--- config.mk ---
export PLATFORM = sky130hd
export DESIGN_NAME = uart_loader
export DESIGN_NICKNAME = d
export VERILOG_FILES = /design/src/rtl/uart_loader_pkg.sv /design/src/rtl/uart_loader_word_asm.sv /design/src/rtl/uart_loader.sv
export SDC_FILE = /design/constraint.sdc
export NUM_CORES = 1
export LEC_CHECK = 0
export BUFFER_PORTS_ARGS = -buffer_cell sky130_fd_sc_hd__clkbuf_2
export CAP_MARGIN = 10
export CORE_UTILIZATION = 30
export CTS_CLUSTER_SIZE = 28
export DETAILED_ROUTE_END_ITERATION = 12
export SLEW_MARGIN = 20
export SYNTH_ARGS = -nofsm -noshare
export SYNTH_HDL_FRONTEND = slang
export SYNTH_SLANG_ARGS = --single-unit
--- constraint.sdc ---
create_clock -name clk -period 2.7 [get_ports clk]
set_clock_uncertainty 0.05 [all_clocks]
set_input_delay 0.27 -clock clk [delete_from_list [all_inputs] [get_ports clk]]
set_output_delay 0.27 -clock clk [all_outputs]
set_load 0.05 [all_outputs]
--- src/rtl/uart_loader_pkg.sv ---
// Shared definitions for the UART instruction loader: handshake bytes and
// the session state encoding.
package uart_loader_pkg;

  localparam logic [7:0] LOADER_SYNC = 8'hAA;
  localparam logic [7:0] LOADER_NAK  = 8'h55;

  typedef enum logic [2:0] {
    IDLE = 3'd0,
    SYNC = 3'd1,
    LEN  = 3'd2,
    DATA = 3'd3,
    CSUM = 3'd4,
    ACK  = 3'd5,
    FIN  = 3'd6
  } loader_state_t;

endpackage

--- src/rtl/uart_loader_word_asm.sv ---
// Big-endian byte-to-word assembler: first byte lands in bits [31:24].
// word_valid is high in the cycle the fourth byte is presented, and word_out
// already contains that byte, so the caller can register the word directly.
module loader_word_asm (
  input  logic        clk,
  input  logic        rstn,
  input  logic        clr,
  input  logic        byte_valid,
  input  logic [7:0]  byte_in,
  output logic        word_valid,
  output logic [31:0] word_out
);

  logic [31:0] shift_reg;
  logic [1:0]  cnt_reg;

  // Shift each accepted byte in from the right and count bytes modulo four.
  always_ff @(posedge clk) begin
    if (!rstn || clr) begin
      shift_reg <= 32'd0;
      cnt_reg   <= 2'd0;
    end else if (byte_valid) begin
      shift_reg <= {shift_reg[23:0], byte_in};
      cnt_reg   <= cnt_reg + 2'd1;
    end
  end

  assign word_valid = byte_valid && (cnt_reg == 2'd3);
  assign word_out   = {shift_reg[23:0], byte_in};

endmodule

--- src/rtl/uart_loader.sv ---
// UART instruction loader: sends a sync byte, receives a 32-bit word count
// and that many big-endian words, writes them to instruction memory and
// answers with ACK (0xAA) or NAK (0x55).
// Optional feature: define LOADER_CHECKSUM_EN to add a trailing XOR
// checksum byte that is verified before the answer is sent.
module uart_loader #(
  parameter int ADDR_W = 12
) (
  input  logic              clk,
  input  logic              rstn,
  input  logic              start,
  input  logic              rx_ready,
  input  logic [7:0]        rx_data,
  input  logic              tx_busy,
  output logic              tx_start,
  output logic [7:0]        tx_data,
  output logic              imem_we,
  output logic [ADDR_W-1:0] imem_addr,
  output logic [31:0]       imem_wdata,
  output logic              busy,
  output logic              done,
  output logic              err
);
  import uart_loader_pkg::*;

  // Largest accepted word count: exactly fills the memory.
  localparam logic [32:0] MAX_WORDS = 33'd1 << ADDR_W;

  loader_state_t     state_reg, state_next;
  logic [31:0]       rem_reg, rem_next;
  logic [ADDR_W-1:0] idx_reg, idx_next;
  logic              tx_start_reg, tx_start_next;
  logic [7:0]        tx_data_reg, tx_data_next;
  logic              imem_we_reg, imem_we_next;
  logic [ADDR_W-1:0] imem_addr_reg, imem_addr_next;
  logic [31:0]       imem_wdata_reg, imem_wdata_next;
  logic              busy_reg, busy_next;
  logic              done_reg, done_next;
  logic              err_reg, err_next;
`ifdef LOADER_CHECKSUM_EN
  logic [7:0]        csum_reg, csum_next;
`endif

  logic        byte_valid;
  logic        asm_clr;
  logic        word_valid;
  logic [31:0] word_out;

  // Bytes are only meaningful while collecting the count or the payload.
  assign byte_valid = rx_ready && ((state_reg == LEN) || (state_reg == DATA));
  // Holding the assembler clear in IDLE guarantees a fresh byte phase per session.
  assign asm_clr    = (state_reg == IDLE);

  loader_word_asm u_word_asm (
    .clk        (clk),
    .rstn       (rstn),
    .clr        (asm_clr),
    .byte_valid (byte_valid),
    .byte_in    (rx_data),
    .word_valid (word_valid),
    .word_out   (word_out)
  );

  // State and registered outputs; reset aborts any session in progress.
  always_ff @(posedge clk) begin
    if (!rstn) begin
      state_reg      <= IDLE;
      rem_reg        <= 32'd0;
      idx_reg        <= '0;
      tx_start_reg   <= 1'b0;
      tx_data_reg    <= 8'd0;
      imem_we_reg    <= 1'b0;
      imem_addr_reg  <= '0;
      imem_wdata_reg <= 32'd0;
      busy_reg       <= 1'b0;
      done_reg       <= 1'b0;
      err_reg        <= 1'b0;
`ifdef LOADER_CHECKSUM_EN
      csum_reg       <= 8'd0;
`endif
    end else begin
      state_reg      <= state_next;
      rem_reg        <= rem_next;
      idx_reg        <= idx_next;
      tx_start_reg   <= tx_start_next;
      tx_data_reg    <= tx_data_next;
      imem_we_reg    <= imem_we_next;
      imem_addr_reg  <= imem_addr_next;
      imem_wdata_reg <= imem_wdata_next;
      busy_reg       <= busy_next;
      done_reg       <= done_next;
      err_reg        <= err_next;
`ifdef LOADER_CHECKSUM_EN
      csum_reg       <= csum_next;
`endif
    end
  end

  // Next-state and next-output logic for the load session.
  always_comb begin
    state_next      = state_reg;
    rem_next        = rem_reg;
    idx_next        = idx_reg;
    tx_start_next   = 1'b0;
    tx_data_next    = tx_data_reg;
    imem_we_next    = 1'b0;
    imem_addr_next  = imem_addr_reg;
    imem_wdata_next = imem_wdata_reg;
    done_next       = done_reg;
    err_next        = err_reg;
`ifdef LOADER_CHECKSUM_EN
    csum_next       = csum_reg;
`endif
    case (state_reg)
      IDLE: begin
        if (start) begin
          state_next = SYNC;
          done_next  = 1'b0;
          err_next   = 1'b0;
          idx_next   = '0;
          rem_next   = 32'd0;
`ifdef LOADER_CHECKSUM_EN
          csum_next  = 8'd0;
`endif
        end
      end
      SYNC: begin
        if (!tx_busy && !tx_start_reg) begin
          tx_start_next = 1'b1;
          tx_data_next  = LOADER_SYNC;
          state_next    = LEN;
        end
      end
      LEN: begin
        if (word_valid) begin
          rem_next = word_out;
          if ({1'b0, word_out} > MAX_WORDS) begin
            // Oversized image: refuse it without touching memory.
            err_next   = 1'b1;
            state_next = ACK;
          end else if (word_out != 32'd0) begin
            state_next = DATA;
          end else begin
`ifdef LOADER_CHECKSUM_EN
            state_next = CSUM;
`else
            state_next = ACK;
`endif
          end
        end
      end
      DATA: begin
`ifdef LOADER_CHECKSUM_EN
        if (byte_valid) begin
          csum_next = csum_reg ^ rx_data;
        end
`endif
        if (word_valid) begin
          imem_we_next    = 1'b1;
          imem_addr_next  = idx_reg;
          imem_wdata_next = word_out;
          rem_next        = rem_reg - 32'd1;
          if (rem_reg == 32'd1) begin
`ifdef LOADER_CHECKSUM_EN
            state_next = CSUM;
`else
            state_next = ACK;
`endif
          end else begin
            // Only advance when another word follows, so a full memory never wraps.
            idx_next = idx_reg + 1'b1;
          end
        end
      end
`ifdef LOADER_CHECKSUM_EN
      CSUM: begin
        if (rx_ready) begin
          if (rx_data != csum_reg) begin
            err_next = 1'b1;
          end
          state_next = ACK;
        end
      end
`endif
      ACK: begin
        if (!tx_busy && !tx_start_reg) begin
          tx_start_next = 1'b1;
          tx_data_next  = err_reg ? LOADER_NAK : LOADER_SYNC;
          done_next     = !err_reg;
          state_next    = FIN;
        end
      end
      FIN: begin
        state_next = IDLE;
      end
      default: begin
        state_next = IDLE;
      end
    endcase
    busy_next = (state_next != IDLE) && (state_next != FIN);
  end

  assign tx_start   = tx_start_reg;
  assign tx_data    = tx_data_reg;
  assign imem_we    = imem_we_reg;
  assign imem_addr  = imem_addr_reg;
  assign imem_wdata = imem_wdata_reg;
  assign busy       = busy_reg;
  assign done       = done_reg;
  assign err        = err_reg;

endmodule

; Yosys cells after proc, flatten, opt, wreduce, memory -nomap -nowiden
; Cells that the tools add are included.
[classes]
n_reduce_logical = 27
muxes = 29
n_lt_le_gt_ge = 1
eq_ne = 14
add_sub_neg = 3
[ops]
columns = cell, count
row1 = 32-bit two-way mux, 3
row2 = 32-bit one-hot mux with 3 select lines, 1
row3 = 12-bit two-way mux, 3
row4 = 32-bit by 1-bit equality test with 1-bit output (second input constant), 1
row5 = 32-bit by 13-bit > comparator with 1-bit output (second input constant), 1
row6 = 32-bit nonzero test, 1
row7 = 32-bit by 1-bit subtractor with 32-bit output (second input constant), 1
row8 = 3-bit two-way mux, 8
row9 = 8-bit two-way mux, 3
row10 = 12-bit one-hot mux with 2 select lines, 1
row11 = 8-bit one-hot mux with 2 select lines, 1
row12 = 3-bit one-hot mux with 5 select lines, 1
row13 = 12-bit by 1-bit adder with 12-bit output (second input constant), 1
row14 = 4-bit AND reduction, 3
row15 = 2-bit inequality test (second input constant), 4
row16 = 2-bit nonzero test, 4
row17 = 3-bit by 2-bit equality test with 1-bit output (second input constant), 2
row18 = 1-bit two-way mux, 6
row19 = 2-bit by 1-bit inequality test with 1-bit output (second input constant), 3
row20 = 2-bit AND reduction, 3
row21 = 3-bit AND reduction, 2
row22 = 3-bit nonzero test, 2
row23 = 1-bit logical AND, 4
row24 = 1-bit zero test, 4
row25 = other kinds (9), 11
[word_totals]
register_bits = 130
output_inout_bits = 57
wordCells = 87
in_bits = 13

; Logic depth before layout (Yosys ltp)
; Gate-level depths: netlist of run 1.
[logic_depth]
depth_word = 8
mapped_depth = 8
ltp_nobuf = 8

; Modules after synthesis
; Synthesis of run 1 repeated with hierarchy kept, for this count alone.
[unflattened]
cells_unflattened = 710
area_unflattened_um2 = 5950.7
[modules_own_cells]
columns = mod, cells_each, area_per_inst_um2, instances, seq_area_each_um2
row1 = uart_loader, 615, 4903.5, 1, 1961.9
row2 = loader_word_asm, 95, 1047.3, 1, 520.5

; Worst setup path after synthesis of run 1
; OpenSTA, ideal clock, no wires.
[synth_path]
path_kind = flip-flop to flip-flop
start = register rem_reg[11]
end = register busy_reg (netlist: busy)
period_less_slack_ns = 1.822
path_slack_ns = 0.878
setup_time_ns = 0.114
path_stages_with_launch = 9
t_required_ns = 2.536
path_buffers = 2
arrival_ns = 1.658
path_cell_list = dfxtp_1 buf_6 nor4_2 nand4_1 buf_6 o31ai_4 a211oi_1 o21bai_4 a21o_1
[synth_between]
elab_chain_len = 6
elab_cells_between_ends = 7
classes_between = 2 x eq/ne / 3 x mux / 2 x reduce/logical
[synth_lines]
columns = item, line_no
row1 = "start, declared", uart_loader.sv:30  ; logic [31:0] rem_reg, rem_next;
row2 = "start signal, assigned", uart_loader.sv:83  ; rem_reg <= rem_next;
row3 = 32-bit by 1-bit equality test with 1-bit output *, uart_loader.sv:163  ; if (rem_reg == 32'd1) begin
row4 = 3-bit two-way mux *, uart_loader.sv:163
row5 = 3-bit two-way mux *, uart_loader.sv:158  ; if (word_valid) begin
row6 = 3-bit one-hot mux with 5 select lines *, uart_loader.sv:114  ; case (state_reg)
row7 = 3-bit inequality test / 3-bit nonzero test (equally long branches), uart_loader.sv:200  ; busy_next = (state_next != IDLE) && (state_next != FIN);
row8 = 1-bit logical AND *, uart_loader.sv:200
row9 = "end signal, assigned", uart_loader.sv:90  ; busy_reg <= busy_next;
row10 = "end, declared", uart_loader.sv:37  ; logic busy_reg, busy_next;
; Mark *: on every way between the ends. The rest lies on a longest branch, timed or not.
; A chain may end at the register's enable or synchronous reset.

; Final worst setup path of run 1
[layout_path]
start = register state_reg[0]
end = register rem_reg[11]
[layout_between]
elab_chain_len = 6
elab_cells_between_ends = 12
classes_between = 5 x eq/ne / 1 x mux / 6 x reduce/logical
[layout_lines]
columns = item, line_no
row1 = "start, declared", uart_loader.sv:29  ; loader_state_t state_reg, state_next;
row2 = "start signal, assigned", uart_loader.sv:82  ; state_reg <= state_next;
row3 = 3-bit by 2-bit equality test with 1-bit output, "uart_loader.sv:50, uart_loader.sv:114"
row4 = 1-bit logical OR, uart_loader.sv:50  ; assign byte_valid = rx_ready && ((state_reg == LEN) || (state_reg == DATA));
row5 = 1-bit logical AND, uart_loader.sv:50
row6 = 1-bit logical AND, uart_loader_word_asm.sv:28  ; assign word_valid = byte_valid && (cnt_reg == 2'd3);
row7 = 2-bit by 1-bit inequality test with 1-bit output (no source line), n/a
row8 = 4-bit AND reduction (no source line), n/a
; Parallel ways exist; a longest one is shown, timed or not.

==> metrics.md, run 1 <==
| Metric | Value |
|---|---|
| EDFF count, synth | 0 |
| Setup total negative slack | 0 ns |
| Max_cap viols | 0 |
| Critical path endpoint category | register |
| Initial DRC Count | 436 |
| Initial antenna violation count | 0 |
| Fin cells | 1007 |
| Sequential area share after synthesis | 43.1% |
| Startpoint Class | register |
| Most frequent cells in the layout | nand2_1 (174), dfxtp_1 (124), clkbuf_2 (69) |
| Syn_area_per_cell | 8.13 um2 |
| Design Power | 5.06 mW |
| Post-CTS Resized | 0 |
| Vias in the first global route | 4882 |
| Crit path required time | 3.01 ns |
| Final-report hold violation count | 0 |
| WHS | 0.0832 ns |
| Slew @ Worst Pin | 0.724 ns |
| Port bufs | 69 |
| Fill cells | 1948 |
| Final Max Tran Viols | 0 |
| Compound-Gate Fraction of Synth Area | 20.8% |
| Inst Count DP | 978 |
| Max Root-Sink Buffers | 2 |
| Wire per inst | 15.7 um |
| Worst-path fanout max | 50 |
| Share of cells above drive strength 1 | 17.6% |
| Core area | 18800 um2 |
| Initial core utilization | 30.7% |
| Final Wtd Congestion | 0.807 |
| #FFs+latches synth | 124 |
| Synth Area in XOR/XNOR | 3.65% |
| Unrepaired setup endpoints after global routing | false |
| Leak | 2.59 nW |
| Clock Latency Late Sink | 0.42 ns |
| Synth Warn # | 0 |
| Synthesized cell area | 5760 um2 |
| Via count | 5092 |
| Vias per cell | 5.06 |
| Worst Path Arrival | 2.49 ns |
| Async S/R FF share, synth | 0% |
| Status | complete, no violations |
| Simple-gate portion of the synthesized area | 26.7% |
| H-Tree Depth | 4 |
| # setup viols final | 0 |
| Total GRT Usage | 17.0% |
| Commonest non-fill, non-tap cell in the layout | nand2_1 |
| VDD IR max | 0.459 mV |
| Adder-Cell Fraction of Synth Area | 0.869% |
| Post-synthesis mux area share | 0.348% |
| Die Y | 141 um |
| Syn-to-layout area delta | 20.1% |
| Clock-pin slew on the worst setup and hold paths | 0.05 ns |
| Clk sinks | 124 |
| CTS tree | done |
| Die area | 19700 um2 |
| Post-CTS setup buffers | 0 |
| Ant diodes | 0 |
| Min-Delay Path Class | in -> reg |
| P per Cell Area | 733 nW/um2 |
| Fmax | 460 MHz |
| Synth Flop Type | dfxtp_1 |
| First-pass GRT wire length | 26300 um |
| Dpl cell area | 6330 um2 |
| Tmin final | 2.17 ns |
| Synth cell types | 62 |
| Die Wd | 141 um |
| Tcrit/Tclk final | 80.5% |
| Headroom to the max-slew limit | 51.8% |
| IO Pins | 70 |
| Final WL | 15800 um |
| Post-DP HPWL | 10600 um |
| Final net count | 780 |
| CTS buffer count | 17 |
| # hold bufs at CTS | 0 |
| # rows | 50 |
| Largest family of logic cells by synthesized area | simple AND/OR/NAND/NOR gates |
| Drt drc | 0 |
| DRT Pass-1 Iters | 5 |
| Mapped Nets | 725 |
| Fin area | 6910 um2 |
| Antenna-violating nets left | 0 |
| Crit path kind | reg -> reg |
| Cell count after synthesis | 708 |
| Largest net degree at the start of global routing | 62 |
| Root buf cell | clkbuf_16 |
| Total global routing overflow | 0 |
-- critical path, cell delays in order (launching register included) --
cell and delay, ns:
dfxtp_1 0.32, buf_4 0.33, inv_2 0.22, nor3_4 0.21, buf_4 0.51, a21oi_1 0.15, o22ai_1 0.16, and2_1 0.13
-- cell usage after synthesis (11+ instances only) --
master	n	area, um2
xor2_1	15	131
clkbuf_1	29	109
nor2_1	48	180
a21oi_1	44	220
dfxtp_1	124	2480
nor3_1	13	65.1
nand3_1	11	55.1
nor4_1	16	100
nor2b_1	12	75.1
o21ai_0	29	145
nand2_1	175	657
a21boi_0	54	405
-- power by group --
group | internal, mW | total [mW] | switching (mW)
combinational | 0.291 | 0.901 | 0.610
sequential | 1.87 | 1.90 | 0.0326
clock | 1.46 | 2.26 | 0.803
total | 3.62 | 5.06 | 1.45
-- worst paths after layout --
kind,startpoint,endpoint,slack [ns],cells past startpoint
setup / recovery,state_reg[0],rem_reg[11],0.53,7
hold / removal,rx_data[4],imem_wdata[4],0.08,3
setup reg to reg,state_reg[0],rem_reg[11],0.53,7
hold reg to reg,imem_addr[11],imem_addr[11],0.41,2
-- cell families after synthesis --
kind of cell | count (synthesis)
AOI/OAI and AO/OA | 177
xor gates and xnor gates | 24
adders and majority gates | 4
buffers and inverters | 55
DFF | 124
muxes | 2
and+or+nand+nor | 322
-- per-layer routing --
metal,GRT usage [%],share of wire [%],vias to the layer above
met2,27.4,46,142
li1,-,-,2561
met1,22.3,47,2368
met5,0,0,-
met3,3.86,5.2,21
met4,6.06,1.5,0
-- metrics by stage --
stage,setup slack [ns],utilization [%]
after floorplan,0.878,-
after CTS,0.534,36.8
after detailed placement,0.535,33.7
final,0.528,36.8
after global placement,0.573,33.7
after global routing,0.350,36.8
-- layout make-up --
| type | count | area, um2 | share of cell area (%) |
|---|---|---|---|
| clock buffers | 22 | 494 | 7.15 |
| flip-flops and latches | 124 | 2480 | 35.9 |
| well taps | 234 | 293 | 4.24 |
| repair buffers | 85 | 503 | 7.28 |
| inverters | 6 | 22.5 | 0.326 |
| multi-input cells | 529 | 3030 | 43.8 |
| clock inverters | 7 | 88.8 | 1.29 |
No activity file was read; power rests on OpenSTA's default activity.
==> run 2: changes to the inputs <==
- clock period: 2.7 -> 2 ns (I/O delays scaled with it)
==> run 2 against run 1 <==
Against the previous run:
- critical path depth did not move
- register-to-register slack worse by 0.45 ns
- via count grew 4.1%
- sequential share of layout area is 2.1 points lower
- largest power group unchanged
- global-route usage rose by 0.45 points
- sequential cell count is the same
- sequential power rose by 35%
- worst hold slack worse by 0.073 ns
- worst setup slack got worse by 0.45 ns
- die area unchanged
==> metrics.md, run 2 (synthesized netlist as in run 1, its figures left out) <==
| Metric | Value |
|---|---|
| Crit path required time | 2.32 ns (-0.69 ns) |
| Internal power | 4.93 mW (+36%) |
| DRT Pass-1 Iters | 5 (unchanged) |
| Critical path endpoint category | register |
| Tcrit/Tclk final | 96.0% (+16 points) |
| Max Root-Sink Buffers | 2 (unchanged) |
| CTS tree | done |
| Initial DRC Count | 344 (-21%) |
| Crit path kind | reg -> reg |
| Commonest non-fill, non-tap cell in the layout | nand2_1 |
| Fill cells | 1924 (-1.2%) |
| Die Y | 141 um (unchanged) |
| Slew @ Worst Pin | 0.581 ns (-0.143 ns) |
| Share of cells above drive strength 1 | 23.5% (+5.9 points) |
| Initial core utilization | 30.7% (unchanged) |
| Total global routing overflow | 0 (unchanged) |
| Post-Place Worst Slack | 0.0653 ns (-0.470 ns) |
| Sw Pwr | 2.07 mW (+43%) |
| Syn-to-layout area delta | 27.6% |
| Leak | 2.82 nW (+8.8%) |
| # setup viols final | 0 (unchanged) |
| Headroom to the max-slew limit | 61.0% (+9.2 points) |
| CP max stage cell | nor4_1 |
| Core area | 18800 um2 (unchanged) |
| H-Tree Depth | 4 (unchanged) |
| Clock-pin slew on the worst setup and hold paths | 0.06 ns (about the same) |
| Die area | 19700 um2 (unchanged) |
| Clk sinks | 124 (unchanged) |
| Worst-path fanout max | 4 (-92%) |
| Clock network power share | 44.6% (about the same) |
| Final Wtd Congestion | 0.798 (-1.1%) |
| Via count | 5299 (+4.1%) |
| WHS | 0.0103 ns (-0.0729 ns) |
| Delay of the slowest critical-path stage | 0.38 ns (-0.13 ns) |
| Sequential Power Share | 36.7% (-0.8 points) |
| Cell Chain, Critical Path | nor4_1 > nand4_1 > nor4_1 > buf_4 > a31oi_1 > a21oi_1 > a21o_1 |
| Vias per cell | 5.00 (-1.0%) |
| IO Pins | 70 (unchanged) |
| VDD IR max | 0.683 mV (+49%) |
| Wire per inst | 15.3 um (-2.3%) |
| Vias in the first global route | 5004 (+2.5%) |
| Drt drc | 0 (unchanged) |
| Worst Path Arrival | 2.24 ns (-0.25 ns) |
| Setup ws final | 0.0790 ns (-0.449 ns) |
| Initial antenna violation count | 0 (unchanged) |
| First-pass GRT wire length | 26900 um (+2.4%) |
| P per Cell Area | 953 nW/um2 (+30%) |
| Root buf cell | clkbuf_16 |
| Min-Delay Path Class | in -> reg |
| Largest net degree at the start of global routing | 51 (-18%) |
| Final-report hold violation count | 0 (unchanged) |
| # rows | 50 (unchanged) |
| Final WL | 16200 um (+2.7%) |
| Final net count | 829 (+6.3%) |
| Antenna-violating nets left | 0 (unchanged) |
| Port bufs | 69 (unchanged) |
| Startpoint Class | register |
| Post-DP HPWL | 11400 um (+7.3%) |
| Total GRT Usage | 17.5% (+0.45 points) |
| Ant diodes | 0 (unchanged) |
| Tmin final | 1.92 ns (-0.251 ns) |
| Multi-input logic area | 3070 um2 (+1.4%) |
| CTS buffer count | 17 (unchanged) |
| Most frequent cells in the layout | nand2_1 (173), dfxtp_1 (121), clkbuf_2 (69) |
| Fmax | 521 MHz (+13%) |
| Sw Ratio | 29.6% (+1.0 points) |
| Comb pwr share | 18.7% (+0.9 points) |
| Die Wd | 141 um (unchanged) |
| CP most frequent cell | nor4_1 |
| Final Max Tran Viols | 0 (unchanged) |
| Register area | 2490 um2 (+0.15%) |
| Max_cap viols | 0 (unchanged) |
| Status | complete, no violations |
| Clock Latency Late Sink | 0.43 ns (about the same) |
run 2: critical path, delay by kind of cell, from the launching register on:
kind / cells / cell delay [ns]
AO/OA/AOI/OAI: 3 / 0.45
AND/OR/NAND/NOR: 3 / 0.83
buffers and inverters: 1 / 0.17
flip-flops: 1 / 0.37
run 2: per-layer routing:
metal / vias up / routed length [um] / global-route usage, %
met3: 19 / 882 / 4.48
met1: 2483 / 7870 / 22.7
met2: 126 / 7260 / 28.2
li1: 2671 / - / -
met5: - / 0 / 0
met4: 0 / 235 / 5.95
run 2: worst paths after layout:
path | from | to | slack, ns | depth (start not counted)
max | u_word_asm.shift_reg[16] | busy | 0.08 | 7
min reg2reg | imem_addr[11] | imem_addr[11] | 0.41 | 2
max reg2reg | u_word_asm.shift_reg[16] | busy | 0.08 | 7
min | rx_data[6] | u_word_asm.shift_reg[6] | 0.01 | 3
run 2: final cells by class:
cell class,count,share of cell area (%)
Sequential cell,124,33.8
Inverter,6,0.306
Clock inverter,12,1.87
Multi-Input combinational cell,529,41.8
Timing Repair Buffer,134,11.9
Clock buffer,20,6.35
Tap cell,234,3.98
run 2: power groups by stage:
stage / Sequential (mW) / Clock, mW / Combinational [mW]
after detailed placement: 2.63 / 0 / 1.28
final: 2.57 / 3.12 / 1.31
after floorplan: 2.68 / 0 / 0.813
after global routing: 2.58 / 3.29 / 1.44
after CTS: 2.57 / 3.18 / 1.29
after global placement: 2.62 / 0 / 1.27
run 2: per-stage QoR:
stage          power (mW)  TNS [ns]  utilization [%]  cell area [um2]  std cells
3_5_place_dp         3.90         0             35.4             6650       1022
6_report             7.00         0             39.2             7350       1059
5_1_grt              7.31  -0.00114             39.2             7350       1059
3_3_place_gp         3.90         0             35.4             6650       1022
4_1_cts              7.04         0             38.8             7280       1057
2_1_floorplan        3.49         0                -             5760        708
run 2: timing repair:
| action | in CTS | in global routing |
|---|---|---|
| buffers inserted | 0 | 1 |
| setup endpoints to repair | 0 | 19 |
| hold endpoints to repair | 4 | 0 |
| hold buffers | 3 | 0 |
| gates resized for setup | 0 | 14 |
==> run 3: changes to the inputs <==
- HOLD_SLACK_MARGIN: default -> 0.05
- PLACE_DENSITY: default -> 0.54
==> run 3 against run 2 <==
Against the previous run:
- sequential share of layout area shrank 0.39 points
- critical path depth is the same
- sequential cell count is the same
- worst setup slack gained 0.012 ns
- sequential power is essentially flat
- non-clock buffer count grew 12
- count of clock-buffer cells in the layout shrank 3
- worst hold slack gained 0.17 ns
==> metrics.md, run 3 (synthesized netlist as in run 1, its figures left out) <==
| Metric | Value |
|---|---|
| Critical path endpoint category | register |
| Slew @ Worst Pin | 0.460 ns (-0.121 ns) |
| Largest net degree at the start of global routing | 39 (-24%) |
| Ant diodes | 0 (unchanged) |
| Via count | 5256 (-0.81%) |
| Delay of the slowest critical-path stage | 0.45 ns (+0.07 ns) |
| CP max stage cell | nor4_1 |
| Unrepaired setup endpoints after global routing | false |
| CTS tree | done |
| Commonest non-fill, non-tap cell in the layout | nand2_1 |
| Root buf cell | clkbuf_16 |
| Antenna-violating nets left | 0 (unchanged) |
| Die Wd | 141 um (unchanged) |
| Status | complete, no violations |
| Die area | 19700 um2 (unchanged) |
| Tcrit/Tclk final | 95.4% (-0.60 points) |
| Post-DP HPWL | 11600 um (+2.6%) |
| CP most frequent cell | nor4_1 |
| Startpoint Class | register |
| Most frequent cells in the layout | nand2_1 (174), dfxtp_1 (123), clkbuf_2 (69) |
| Crit path kind | reg -> reg |
| Worst Path Arrival | 2.23 ns (about the same) |
| Worst-path fanout max | 3 (-1) |
| Share of cells above drive strength 1 | 23.7% (+0.14 points) |
| First-pass GRT wire length | 27700 um (+2.8%) |
| Setup ws final | 0.0911 ns (+0.0121 ns) |
| Vias in the first global route | 5250 (+4.9%) |
| Initial antenna violation count | 0 (unchanged) |
| Final Wtd Congestion | 0.796 (-0.24%) |
| CP Buf/Inv Count | 1 (unchanged) |
| Final-report hold violation count | 0 (unchanged) |
| Cell Chain, Critical Path | nor4_1 > nand4_1 > nor4_1 > buf_4 > a31oi_1 > a21oi_1 > a21o_1 |
| Post-Place Worst Slack | 0.00152 ns (-0.0638 ns) |
| DRT Pass-1 Iters | 5 (unchanged) |
| Crit path required time | 2.32 ns (about the same) |
| Drt drc | 0 (unchanged) |
| H-Tree Depth | 4 (unchanged) |
| Clock Latency Late Sink | 0.42 ns (about the same) |
| VDD IR max | 0.577 mV (-16%) |
| Max Root-Sink Buffers | 2 (unchanged) |
| Core area | 18800 um2 (unchanged) |
| Headroom to the max-slew limit | 69.0% (+8.1 points) |
| Syn-to-layout area delta | 29.0% |
| Leak | 2.88 nW (+2.2%) |
| Fmax | 524 MHz (+0.63%) |
| # rows | 50 (unchanged) |
| Clock-pin slew on the worst setup and hold paths | 0.06 ns (about the same) |
| Initial core utilization | 30.7% (unchanged) |
| Final WL | 16700 um (+3.0%) |
| Port bufs | 69 (unchanged) |
| Max_cap viols | 0 (unchanged) |
| WHS | 0.176 ns (+0.166 ns) |
| CTS buffer count | 17 (unchanged) |
| Clk sinks | 124 (unchanged) |
| Die Y | 141 um (unchanged) |
| P per Cell Area | 945 nW/um2 (-0.85%) |
| Initial DRC Count | 319 (-7.3%) |
| Setup total negative slack | 0 ns (unchanged) |
| Total GRT Usage | 18.0% (+0.55 points) |
| Min-Delay Path Class | in -> reg |
| Vias per cell | 4.91 (-1.9%) |
| Wire per inst | 15.6 um (+1.8%) |
| Final net count | 841 (+1.4%) |
| Total global routing overflow | 0 (unchanged) |
| Final Max Tran Viols | 0 (unchanged) |
| Post-route core utilization | 39.6% (+0.41 points) |
| Family with the most delay on the worst path | simple AND/OR/NAND/NOR gates |
| # setup viols final | 0 (unchanged) |
| Tmin final | 1.91 ns (-0.0121 ns) |
| IO Pins | 70 (unchanged) |
run 3: cell types whose count changed in the layout (fill, tap and decap cells not counted), moves of 3 or more:
cell,before,now
clkbuf_8,3,0
buf_4,57,67
inv_8,0,3
dlygate4sd3_1,3,8
clkinvlp_4,5,1
inv_6,1,6
run 3: path summary, 6_finish.rpt:
| check | from | endpoint | slack [ns] | cells past startpoint |
|---|---|---|---|---|
| worst max-delay path | u_word_asm.shift_reg[5] | busy | 0.09 | 7 |
| worst min-delay path | tx_busy | state_reg[0] | 0.18 | 4 |
| worst max register to register | u_word_asm.shift_reg[5] | busy | 0.09 | 7 |
| worst min register to register | imem_addr[6] | imem_addr[6] | 0.41 | 2 |
run 3: worst reg2reg max path: cells and delay by family, from the launching register on:
kind / cells / cell delay (ns)
flops: 1 / 0.31
simple gates: 3 / 0.89
buf+inv: 1 / 0.19
compound gates: 3 / 0.42
run 3: routing by layer:
layer	wire, um	vias to the layer above	GRT usage, %
li1	-	2684	-
met3	775	12	3.59
met5	0	-	0
met2	7860	111	30.1
met1	7940	2449	23.3
met4	149	0	5.84
run 3: power by group:
part           switching [mW]  total, mW  internal, mW
logic                   0.871       1.34         0.473
clock network            1.34       3.12          1.78
registers              0.0326       2.55          2.52
total                    2.24       7.02          4.77
run 3: through the flow:
step / area [um2] / total power, mW / std cells
final: 7430 / 7.02 / 1071
after floorplan: 5760 / 3.49 / 708
after global routing: 7430 / 7.32 / 1071
after detailed placement: 6690 / 3.92 / 1029
after CTS: 7370 / 7.08 / 1069
after global placement: 6690 / 3.92 / 1029
run 3: repair_timing:
item / in CTS / in global routing
pin swaps: 0 / 6
endpoints found under the setup margin: 1 / 25
resized for setup: 1 / 6
setup buffers: 0 / 2
endpoints found under the hold margin: 16 / 0
hold buffers: 8 / 0
run 3: cell type report:
class | count | area [um2]
clock buffers | 17 | 425
clock inverters | 15 | 174
fillers | 1944 | 11300
well taps | 234 | 293
inverters | 6 | 22.5
flip-flops and latches | 124 | 2480
repair buffers | 146 | 968
multi-input cells | 529 | 3060
